## src/rtl/inv_solver_pkg.sv

```systemverilog
// Shared types and the reference predicate P(x) = signed((x << s) mod 2^w) > signed(t).
package inv_solver_pkg;

    typedef enum logic [2:0] {
        IDLE,
        EVAL,
        CHECK,
        SEARCH,
        RESP
    } state_t;

    // Operands are zero-extended to 32 bits; w must be below 32.
    // The signed compare flips the sign bit of both operands and compares them as unsigned.
    function automatic logic shl_sgt(
        input logic [31:0] x,
        input logic [31:0] s,
        input logic [31:0] t,
        input int          w
    );
        logic [31:0] mask;
        logic [31:0] sign;
        logic [31:0] sh;
        mask = (32'h1 << w) - 32'h1;
        sign = 32'h1 << (w - 1);
        sh   = (s >= $unsigned(w)) ? 32'h0 : ((x << s) & mask);
        return ((sh ^ sign) > ((t & mask) ^ sign));
    endfunction

endpackage

```

## src/rtl/inv_pred_bvsgt_bvshl.sv

```systemverilog
// Combinational evaluator of (x << s) >s t at width W.
module inv_pred_bvsgt_bvshl
    import inv_solver_pkg::*;
#(
    parameter int W = 4
) (
    input  logic [W-1:0] x,
    input  logic [W-1:0] s,
    input  logic [W-1:0] t,
    output logic         hit
);

    assign hit = shl_sgt(32'(x), 32'(s), 32'(t), W);

endmodule

```

## src/rtl/inv_bvsgt_bvshl_solver_ctrl.sv

```systemverilog
// Query sequencer: runs the external Skolem evaluator, verifies its candidate, and
// falls back to an ascending exhaustive scan when the candidate fails.
//
// state  | meaning
// IDLE   | ready for a query
// EVAL   | waiting SK_LAT cycles for sk_x to settle
// CHECK  | verify the Skolem candidate
// SEARCH | scan x = 0 .. 2^W-1, one value per cycle
// RESP   | response held until rsp_ready
module inv_bvsgt_bvshl_solver_ctrl
    import inv_solver_pkg::*;
#(
    parameter int W      = 4,
    parameter int SK_LAT = 1
) (
    input  logic         clk,
    input  logic         rst_n,
    input  logic         req_valid,
    output logic         req_ready,
    input  logic [W-1:0] req_s,
    input  logic [W-1:0] req_t,
    output logic [W-1:0] sk_s,
    output logic [W-1:0] sk_t,
    input  logic [W-1:0] sk_x,
    output logic         rsp_valid,
    input  logic         rsp_ready,
    output logic [W-1:0] rsp_x,
    output logic         rsp_found,
    output logic         rsp_skolem,
    output logic [W+1:0] rsp_cycles
);

    localparam int           LW       = (SK_LAT > 1) ? $clog2(SK_LAT) : 1;
    localparam logic [LW-1:0] LAT_LOAD = LW'(SK_LAT - 1);
    localparam logic [W-1:0]  X_LAST   = '1;
    localparam logic [W+1:0]  CYC_MAX  = '1;

    state_t        state;
    state_t        state_nxt;
    logic [LW-1:0] lat;
    logic [W-1:0]  x_scan;
    logic [W-1:0]  pred_x;
    logic [W+1:0]  cyc;
    logic [W+1:0]  cyc_inc;
    logic          pred_hit;
    logic          accept;

    assign req_ready = (state == IDLE);
    assign rsp_valid = (state == RESP);
    assign accept    = req_valid && req_ready;
    assign pred_x    = (state == CHECK) ? sk_x : x_scan;
    // cyc_inc already includes the current cycle, so it is what gets reported on exit
    assign cyc_inc   = (cyc == CYC_MAX) ? cyc : cyc + (W + 2)'(1);

    inv_pred_bvsgt_bvshl #(.W(W)) u_pred (
        .x   (pred_x),
        .s   (sk_s),
        .t   (sk_t),
        .hit (pred_hit)
    );

    always_ff @(posedge clk) begin
        if (!rst_n) begin
            state <= IDLE;
        end else begin
            state <= state_nxt;
        end
    end

    always_comb begin
        state_nxt = state;
        unique case (state)
            IDLE:    if (accept) state_nxt = EVAL;
            EVAL:    if (lat == '0) state_nxt = CHECK;
            CHECK:   state_nxt = pred_hit ? RESP : SEARCH;
            SEARCH:  if (pred_hit || (x_scan == X_LAST)) state_nxt = RESP;
            RESP:    if (rsp_ready) state_nxt = IDLE;
            default: state_nxt = IDLE;
        endcase
    end

    always_ff @(posedge clk) begin
        if (!rst_n) begin
            sk_s       <= '0;
            sk_t       <= '0;
            lat        <= '0;
            cyc        <= '0;
            x_scan     <= '0;
            rsp_x      <= '0;
            rsp_found  <= 1'b0;
            rsp_skolem <= 1'b0;
            rsp_cycles <= '0;
        end else begin
            case (state)
                IDLE: begin
                    if (accept) begin
                        sk_s <= req_s;
                        sk_t <= req_t;
                        cyc  <= '0;
                        lat  <= LAT_LOAD;
                    end
                end
                EVAL: begin
                    cyc <= cyc_inc;
                    if (lat != '0) lat <= lat - LW'(1);
                end
                CHECK: begin
                    cyc    <= cyc_inc;
                    x_scan <= '0;
                    if (pred_hit) begin
                        rsp_x      <= sk_x;
                        rsp_found  <= 1'b1;
                        rsp_skolem <= 1'b1;
                        rsp_cycles <= cyc_inc;
                    end
                end
                SEARCH: begin
                    cyc    <= cyc_inc;
                    x_scan <= x_scan + W'(1);
                    if (pred_hit) begin
                        rsp_x      <= x_scan;
                        rsp_found  <= 1'b1;
                        rsp_skolem <= 1'b0;
                        rsp_cycles <= cyc_inc;
                    end else if (x_scan == X_LAST) begin
                        rsp_x      <= '0;
                        rsp_found  <= 1'b0;
                        rsp_skolem <= 1'b0;
                        rsp_cycles <= cyc_inc;
                    end
                end
                default: ;
            endcase
        end
    end

endmodule
```

## config.mk

```make
export PLATFORM = sky130hd
export DESIGN_NAME = inv_bvsgt_bvshl_solver_ctrl
export DESIGN_NICKNAME = d
export VERILOG_FILES = /design/src/rtl/inv_solver_pkg.sv /design/src/rtl/inv_pred_bvsgt_bvshl.sv /design/src/rtl/inv_bvsgt_bvshl_solver_ctrl.sv
export SDC_FILE = /design/constraint.sdc
export NUM_CORES = 1
export LEC_CHECK = 0
export BUFFER_PORTS_ARGS = -buffer_cell sky130_fd_sc_hd__buf_4
export CORE_MARGIN = 2
export CORE_UTILIZATION = 45
export DETAILED_ROUTE_END_ITERATION = 6
export HOLD_SLACK_MARGIN = 0.05
export PLACE_DENSITY = 0.68
export SLEW_MARGIN = 10
export SYNTH_ARGS = -nofsm -noshare
export SYNTH_HDL_FRONTEND = slang
export SYNTH_SLANG_ARGS = --single-unit
```

## constraint.sdc

```tcl
create_clock -name clk -period 3.5 [get_ports clk]
set_input_delay 0.7 -clock clk [delete_from_list [all_inputs] [get_ports clk]]
set_output_delay 0.7 -clock clk [all_outputs]
set_load 0.01 [all_outputs]
```

After elaboration in Yosys (flattened, before gate mapping)
Index checks and enable logic that the tools add are counted.
{"block": "totals", "in_bits": 16, "elab_cells": 71, "ff_bits": 34, "out_inout_bits": 22}
{"block": "op_classes", "mux": 29, "shifts": 1, "magnitude_cmp": 2, "n_eq_ne": 12, "n_addsub": 3, "bitwise_logic": 2, "reduce_logical": 12}
{"operator": "$mux 6", "n": 5}
{"operator": "$pmux 6 s2", "n": 2}
{"operator": "$mux 4", "n": 5}
{"operator": "$pmux 4 s2", "n": 2}
{"operator": "$mux 3", "n": 5}
{"operator": "$pmux 3 s5", "n": 1}
{"operator": "$add 6x1->6 const B", "n": 1}
{"operator": "$eq 3x2->1 const B", "n": 2}
{"operator": "$eq 6x6->1 const B", "n": 1}
{"operator": "$mux 1", "n": 6}
{"operator": "$ne 2x2->1 const B", "n": 3}
{"operator": "$pmux 1 s2", "n": 3}
{"operator": "$reduce_and 2->1", "n": 3}
{"operator": "$reduce_bool 2->1", "n": 3}
{"operator": "$add 4x1->4 const B", "n": 1}
{"operator": "$eq 4x4->1 const B", "n": 1}
{"operator": "$ge 4x3->1 const B", "n": 1}
{"operator": "$gt 4x4->1", "n": 1}
{"operator": "$ne 2x1->1 const B", "n": 2}
{"operator": "$reduce_and 4->1", "n": 1}
{"operator": "$shl 4x4->4", "n": 1}
{"operator": "$eq 3x1->1 const B", "n": 1}
{"operator": "$eq 3x3->1 const B", "n": 1}
{"operator": "$logic_not 3->1", "n": 1}
{"operator": "other kinds (7)", "n": 8}

Depth between registers and ports, before layout
Gate-level depths: netlist of run 1.
{"block": "logic_depth", "depth_word": 9, "mapped_depth": 13, "mapped_depth_nobuf": 11}

Hierarchy
From an unflattened synthesis of run 1, not the netlist that was laid out.
{"block": "unflattened", "hier_cells": 224, "area_unflattened_um2": 1861.8}
{"module": "inv_bvsgt_bvshl_solver_ctrl", "seq_area_each_um2": 660.6, "cells_per_inst": 200, "instances": 1, "area_each_um2": 1690.4}
{"module": "inv_pred_bvsgt_bvshl", "seq_area_each_um2": 0.0, "cells_per_inst": 24, "instances": 1, "area_each_um2": 171.4}

Least setup slack after synthesis of run 1
OpenSTA, ideal clock, no wires.
{"block": "synth_path", "kind": "reg-to-reg", "startpoint": "reg state[0]", "endpoint": "reg rsp_cycles[1]", "arrival_time_ns": 2.787, "setup_time_ns": 0.116, "slack_ns": 0.597, "t_required_ns": 3.384, "n_path_buf": 2, "path_stages_with_launch": 13, "period_less_slack_ns": 2.903, "cell_sequence": "dfxtp_1 > buf_6 > nor3b_4 > mux2i_1 > and2b_1 > o311a_1 > ha_1 > and4_1 > a21o_1 > a31oi_4 > buf_6 > nand2_1 > o211a_1"}
{"block": "synth_between", "elab_chain_cells": 8, "word_cells_on_any_way": 13, "classes_between": "order compare: 1; eq/ne: 4; shift: 1; mux: 4; bitwise: 1; reduce/logical: 2"}
{"element": "start: declaration", "line_no": "inv_bvsgt_bvshl_solver_ctrl.sv:38", "rtl": "state_t state;"}
{"element": "start signal: assignment", "line_no": "inv_bvsgt_bvshl_solver_ctrl.sv:66", "rtl": "state <= state_nxt;"}
{"element": "$eq 3x2->1", "line_no": "inv_bvsgt_bvshl_solver_ctrl.sv:51, inv_bvsgt_bvshl_solver_ctrl.sv:94"}
{"element": "$mux 4", "line_no": "inv_bvsgt_bvshl_solver_ctrl.sv:51", "rtl": "assign pred_x = (state == CHECK) ? sk_x : x_scan;"}
{"element": "$shl 4x4->4", "line_no": "inv_solver_pkg.sv:25", "rtl": "sh = (s >= $unsigned(w)) ? 32'h0 : ((x << s) & mask);"}
{"element": "$mux 4", "line_no": "inv_solver_pkg.sv:25"}
{"element": "$not 1->1 (no line)"}
{"element": "$gt 4x4->1", "line_no": "inv_solver_pkg.sv:26", "rtl": "return ((sh ^ sign) > ((t & mask) ^ sign));"}
{"element": "$ne 3x3->1 (no line), or another cell as far along"}
{"element": "$reduce_and 3->1 (no line) / $pmux 6 s2 (equally long branches)"}
{"element": "end signal: assignment", "line_no": "inv_bvsgt_bvshl_solver_ctrl.sv:114", "rtl": "rsp_cycles <= cyc_inc;"}
{"element": "end signal: assignment", "line_no": "inv_bvsgt_bvshl_solver_ctrl.sv:124", "rtl": "rsp_cycles <= cyc_inc;"}
{"element": "end signal: assignment", "line_no": "inv_bvsgt_bvshl_solver_ctrl.sv:129", "rtl": "rsp_cycles <= cyc_inc;"}
{"element": "end: declaration", "line_no": "inv_bvsgt_bvshl_solver_ctrl.sv:30", "rtl": "output logic [W+1:0] rsp_cycles"}
Parallel ways exist; a longest one is shown, timed or not.
A chain may end at the register's enable or synchronous reset.

Final worst setup path of run 1
{"block": "layout_path", "startpoint": "reg state[1]", "endpoint": "reg rsp_cycles[0]"}
Same word-level chain as after synthesis.

==> results by group, run 1 <==
GRT
  – Vias in the first global route: 1,435
  – Global-route wire length before repair: around 6.6 mm
  – M2 GR Usage: 0.298
  – Busiest grt layer: met2
  – Met1 Use GR: 0.256
  – Global route overflow: 0
  – Met3 usage: 0.0483
  – Initial antenna violation count: 0
  – Largest net degree at the start of global routing: 33
  – GR Util All Layers: 0.195

Timing
  – Fmax: around 320 MHz
  – Max Transition Viols Final: 0
  – Final Hold Fails: 0
  – Worst Tran Pin Value: roughly 670 ps
  – RSZ-0062 raised after global routing: false
  – Clock Skew: around 2.3 ps
  – TNS Setup: 0 ps
  – Finish-stage setup viols: 0
  – Period utilization: 0.904
  – Worst slew margin: 0.555
  – Minimum clock period: around 3200 ps

Layout
  – Most frequent cells in the layout: buf_4 (40), dfxtp_1 (33), nand2_1 (26)
  – Seq. cell area: ~660 sq um
  – Fill count: 375
  – Synthesis-to-layout area growth: 21.5%
  – Antenna diode count: 0
  – Commonest non-fill, non-tap cell in the layout: buf_4
  – Fraction of layout instances using a drive strength above 1: 0.222
  – Final #Nets: around 270
  – Cell Count, Final, Fillers Out: around 290
  – Area of the multi-input gates: ~1100 sq um

Pwr
  – Maximum vdd drop: around 0.00023 V
  – Leakage: approximately 0.9 nW
  – Clock Power Share: 0.257
  – Sw frac: 0.333
  – Pint: approximately 0.74 mW
  – NetSw: 0.367 mW
  – Share of total power in sequential cells: 0.416
  – PwrDens: between 400 and 500 nW/um^2
  – Comb pwr share: 0.327

Placement
  – DP HPWL: ~2.9 mm
  – IO Port Bufs: 37
  – Placer congestion estimate: 0.866
  – Placed cells: ~280

Setup path
  – CP required: between 3000 and 4000 ps
  – Worst path arrival time: around 3300 ps
  – R2R Setup Slk: 340 ps
  – R2R cell count: 11
  – Worst setup endpoint: rsp_cycles[0]$_SDFFE_PN0P_
  – CP max FO: 9
  – RR Endpoint: rsp_cycles[0]$_SDFFE_PN0P_
  – CP startpoint: state[1]$_SDFFE_PN0P_
  – CP Capture Type: register
  – CP Class: register to register
  – Startpoint types: register
  – R2r startpoint: state[1]$_SDFFE_PN0P_

Drt
  – DR vias/cell: around 5.3
  – Detailed-route DRC error count: 0
  – WL/cell: between 10 and 15 um
  – DR pass1 iterations: 4
  – Routed Antenna Nets: 0
  – 1st-iter DRT viols: between 100 and 150
  – Vias post-DR: around 1,500
  – Final WL: between 3 and 4 mm

Die
  – Die area: roughly 4600 sq um
  – Die W: 67.6 um
  – Core box area: just under 4000 sq um
  – Chip Height: roughly 68 um
  – Starting Density: 0.461
  – Std cell rows: 23
  – Top Ports: 38

Yosys
  – Post-Syn Nets: approximately 230
  – Synth warnings: 0
  – Top_reg_cell synth: dfxtp_1
  – Mapped Avg Cell Area: about 9 sq um
  – Cell variety after synth: 47
  – Async SR Flop Fraction: 0
  – Syn Inst Count: roughly 210
  – Register area share after synthesis: 0.363
  – Synthesized flop and latch total: 33
  – Mapped cell area: 1820 sq um
  – EDFF count, synth: 0

Status
  – Status: completed

Clock network
  – CTS root buffer: clkbuf_8
  – Longest Clk Path Bufs: 2
  – H-Tree Depth: 2
  – CTS Sinks: 33
  – CTS clock-pin slew for the worst setup and hold paths: 60 ps
  – Worst-Skew Late Latency: roughly 280 ps
  – CTS-repair resized insts: 0
  – Post-CTS Setup Inserts: 0
  – CTS tree: built
  – Total CTS buffers: 5
  – Cts hold-fix bufs: 0

Run
  – Maxcap violations: 0

Worst hold path
  – Worst Hold Class: register to register
-- cells in the mapped netlist, drive strengths merged (3+ instances only) --
cell type	n	area share
dfxtp	33	0.36
nand2	26	0.054
a21oi	14	0.041
nor2b	13	0.045
o21ai	13	0.038
a21boi	12	0.050
mux2i	9	0.050
nand3	9	0.025
a22oi	6	0.025
buf	6	0.032
ha	6	0.041
nand2b	6	0.025
clkbuf	5	0.011
nor2	5	0.010
and2	4	0.014
nor3	4	0.011
nor3b	4	0.023
a211oi	3	0.015
inv	3	0.0062
o211a	3	0.017
-- cells by family (layout without fill, tap and decap cells) --
kind of cell,count (synthesis),count (layout),share of synthesized area
xor gates and xnor gates,2,2,0.00964
adders and majority gates,6,6,0.0413
AOI/OAI and AO/OA,60,60,0.232
DFF,33,33,0.363
and+or+nand+nor,82,82,0.255
muxes,9,9,0.0496
buffers and inverters,14,51,0.0489
-- per-stage QoR --
| stage | util | instance area [sq um] | hold WS (ps) | total power, mW | setup WS (ps) |
|---|---|---|---|---|---|
| 6_report | 0.560 | 2210 | 484 | 1.10 | 336 |
| 3_3_place_gp | 0.532 | 2100 | 479 | 0.812 | 314 |
| 5_1_grt | 0.560 | 2210 | 511 | 1.18 | 192 |
| 2_1_floorplan | - | 1820 | 482 | 0.713 | 597 |
| 3_5_place_dp | 0.532 | 2100 | 479 | 0.818 | 199 |
| 4_1_cts | 0.553 | 2180 | 489 | 1.11 | 191 |
-- area by class of cell --
cell class | count | area share
inverters | 3 | 0.00510
clock buffers | 7 | 0.0391
multi-input cells | 159 | 0.484
well taps | 50 | 0.0283
flip-flops and latches | 33 | 0.299
repair buffers | 41 | 0.145
-- layer usage --
layer | up-vias | routed length, um
met3 | 10 | 150
met2 | 22 | 1850
met1 | 695 | 1850
li1 | 818 | -
met4 | 0 | 89
met5 | - | 0
-- how the worst min path moves through the flow --
stage / start / end / slack (ps) / depth (start not counted)
after global placement: rsp_found$_SDFFE_PN0P_ / rsp_found$_SDFFE_PN0P_ / 480 / 2
after floorplan: x_scan[1]$_SDFFE_PN0P_ / x_scan[1]$_SDFFE_PN0P_ / 480 / 2
after detailed placement: rsp_found$_SDFFE_PN0P_ / rsp_found$_SDFFE_PN0P_ / 480 / 2
after CTS: sk_t[2]$_SDFFE_PN0P_ / sk_t[2]$_SDFFE_PN0P_ / 490 / 2
final: sk_t[2]$_SDFFE_PN0P_ / sk_t[2]$_SDFFE_PN0P_ / 480 / 2
after global routing: sk_t[0]$_SDFFE_PN0P_ / sk_t[0]$_SDFFE_PN0P_ / 510 / 2
-- power by group through the flow --
stage          Clock (mW)  Sequential [mW]  Combinational, mW
6_report            0.284            0.459              0.361
5_1_grt             0.309            0.465              0.403
4_1_cts             0.295            0.459              0.352
3_5_place_dp            0            0.466              0.352
3_3_place_gp            0            0.466              0.347
2_1_floorplan           0            0.465              0.248
-- worst max-delay path, stage by stage (launching register included) --
cell,delay (ps)
dfxtp_1,510
nor3b_4,410
mux2i_1,300
and2b_1,210
o311a_1,300
ha_1,290
and4_1,240
a21o_1,210
a31oi_4,190
buf_4,170
mux2i_1,180
nor2b_1,60
-- flip-flops by register name, indices dropped and copies added, names as in the netlist --
| signal | count |
|---|---|
| cyc | 6 |
| rsp_cycles | 6 |
| rsp_found | 1 |
| rsp_skolem | 1 |
| rsp_x | 4 |
| sk_s | 4 |
| sk_t | 4 |
| state | 3 |
| x_scan | 4 |
(Power assumes the default switching activity.)
==> run 2: changes to the inputs <==
Clock period 3.5 ns to 3.86 ns, I/O delays scaled along.
==> run 2 against run 1 <==
  * Fmax fell by 4.6%
  * Routed wire length decreased by 0.94%
  * Non-clock buffer count down 4
  * Critical endpoint is now rsp_cycles[2]$_SDFFE_PN0P_
  * Largest cell class unchanged
==> results by group, run 2 (same netlist as run 1, synthesis figures left out) <==
Status
  – Status: completed

Setup path
  – Startpoint types: register
  – CP required: 4050 ps (+370 ps)
  – CP max FO: 19 (+10)
  – CP Capture Type: register
  – Max incr delay on CP: 490 ps (-20 ps)
  – CP Cell Sequence: nor3b_4, mux2i_1, and2b_1, o311a_1, ha_1, and4_1, a21o_1, a31oi_4, nand4_1, o211a_1
  – Worst path arrival time: 3500 ps (+160 ps)
  – CP Class: register to register
  – Critical path's slowest cell: dfxtp_1
  – R2R cell count: 10 (-1)

GRT
  – M2 GR Usage: 0.281 (-0.0172)
  – Met1 Use GR: 0.245 (-0.0102)
  – Met3 usage: 0.0400 (-0.00833)
  – Initial antenna violation count: 0 (unchanged)
  – Global-route wire length before repair: 6.21 mm (-5.6%)
  – Global route overflow: 0 (unchanged)
  – Largest net degree at the start of global routing: 33 (unchanged)
  – GR Util All Layers: 0.182 (-0.0137)
  – Busiest grt layer: met2
  – Vias in the first global route: 1,333 (-7.1%)

Layout
  – Most frequent cells in the layout: buf_4 (37), dfxtp_1 (33), nand2_1 (26)
  – Synthesis-to-layout area growth: 19.2%
  – Post-route cell area: 2170 sq um (-1.9%)
  – Commonest non-fill, non-tap cell in the layout: buf_4
  – Largest registers: cyc (6), rsp_cycles (6)
  – Antenna diode count: 0 (unchanged)
  – Cell Count, Final, Fillers Out: 289 (-1.4%)
  – Fraction of layout instances using a drive strength above 1: 0.209 (-0.0130)
  – Final #Nets: 261 (-1.5%)

Timing
  – RSZ-0062 raised after global routing: false
  – Worst Slack Setup Final: 545 ps (+209 ps)
  – Final Hold Fails: 0 (unchanged)
  – TNS Setup: 0 ps (unchanged)
  – Period utilization: 0.859 (-0.0451)
  – Worst Tran Pin Value: 616 ps (-50.2 ps)
  – Finish-stage setup viols: 0 (unchanged)
  – Worst slew margin: 0.588 (+0.0335)
  – Fmax: 302 MHz (-4.6%)
  – Clock Skew: 3.78 ps (+1.47 ps)
  – Max Transition Viols Final: 0 (unchanged)
  – WHS: 488 ps (+3.52 ps)
  – Minimum clock period: 3320 ps (+151 ps)

Die
  – Top Ports: 38 (unchanged)
  – Die area: 4560 sq um (unchanged)
  – Chip Height: 67.6 um (unchanged)
  – Starting Density: 0.461 (unchanged)
  – Die W: 67.6 um (unchanged)
  – Std cell rows: 23 (unchanged)
  – Core box area: 3940 sq um (unchanged)

Placement
  – Pre-CTS setup slack: 532 ps (+333 ps)
  – DP HPWL: 2.79 mm (-2.2%)
  – Placer congestion estimate: 0.816 (-5.8%)
  – Placed cell areas: 2080 sq um (-0.72%)
  – Placed cells: 282 (-0.70%)
  – IO Port Bufs: 37 (unchanged)

Pwr
  – PwrDens: 460 nW/um^2 (-7.9%)
  – Maximum vdd drop: 0.000298 V (+29%)
  – Leakage: 0.894 nW (-2.6%)

Drt
  – WL/cell: 13.5 um (+0.43%)
  – Detailed-route DRC error count: 0 (unchanged)
  – Routed Antenna Nets: 0 (unchanged)
  – DR vias/cell: 5.45 (+3.4%)
  – Vias post-DR: 1,576 (+2.0%)
  – 1st-iter DRT viols: 83 (-22%)
  – Final WL: 3.90 mm (-0.94%)
  – DR pass1 iterations: 4 (unchanged)

Clock network
  – Post-CTS Setup Inserts: 0 (unchanged)
  – CTS clock-pin slew for the worst setup and hold paths: 70 ps (about the same)
  – Total CTS buffers: 5 (unchanged)
  – CTS Sinks: 33 (unchanged)
  – Worst-Skew Late Latency: 290 ps (about the same)
  – H-Tree Depth: 2 (unchanged)
  – Cts hold-fix bufs: 0 (unchanged)
  – Longest Clk Path Bufs: 2 (unchanged)
  – CTS-repair resized insts: 0 (unchanged)
  – CTS root buffer: clkbuf_8
  – CTS tree: built

Worst hold path
  – Worst Hold Class: register to register
  – Cell depth of the worst hold path: 2 (unchanged)

Run
  – Maxcap violations: 0 (unchanged)
run 2: layout make-up:
class                           instances  area, sq um
Clock buffer                            7         86.3
Fill cell                             374         1780
Inverter                                3         11.3
Multi-Input combinational cell        159         1070
Sequential cell                        33          661
Tap cell                               50         62.6
Timing Repair Buffer                   37          278
run 2: path summary, 6_finish.rpt:
check | startpoint | to | slack (ps)
max reg2reg | state[1]$_SDFFE_PN0P_ | rsp_cycles[2]$_SDFFE_PN0P_ | 540
max | state[1]$_SDFFE_PN0P_ | rsp_cycles[2]$_SDFFE_PN0P_ | 540
min reg2reg | rsp_found$_SDFFE_PN0P_ | rsp_found$_SDFFE_PN0P_ | 490
min | rsp_found$_SDFFE_PN0P_ | rsp_found$_SDFFE_PN0P_ | 490
run 2: critical path: cells and delay by family, from the launching register on:
family	cells	cell delay (ps)
DFF	1	490
muxes	1	310
adders and majority gates	1	290
AOI/OAI and AO/OA	4	1130
and+or+nand+nor	4	1000
run 2: power breakdown:
group	switching, mW	internal (mW)	leakage (nW)
sequential	0.0442	0.377	0.268
combinational	0.170	0.138	0.581
clock	0.127	0.141	0.0443
run 2: per-layer routing:
| metal | routed length (um) | vias up |
|---|---|---|
| met5 | 0 | - |
| met4 | 48 | 0 |
| met3 | 149 | 6 |
| met2 | 1790 | 29 |
| met1 | 1910 | 733 |
| li1 | - | 808 |
run 2: through the flow:
step | utilization | power, mW
after global routing | 0.550 | 1.06
after CTS | 0.550 | 1.00
after global placement | 0.528 | 0.732
after floorplan | - | 0.647
after detailed placement | 0.528 | 0.737
final | 0.550 | 0.997
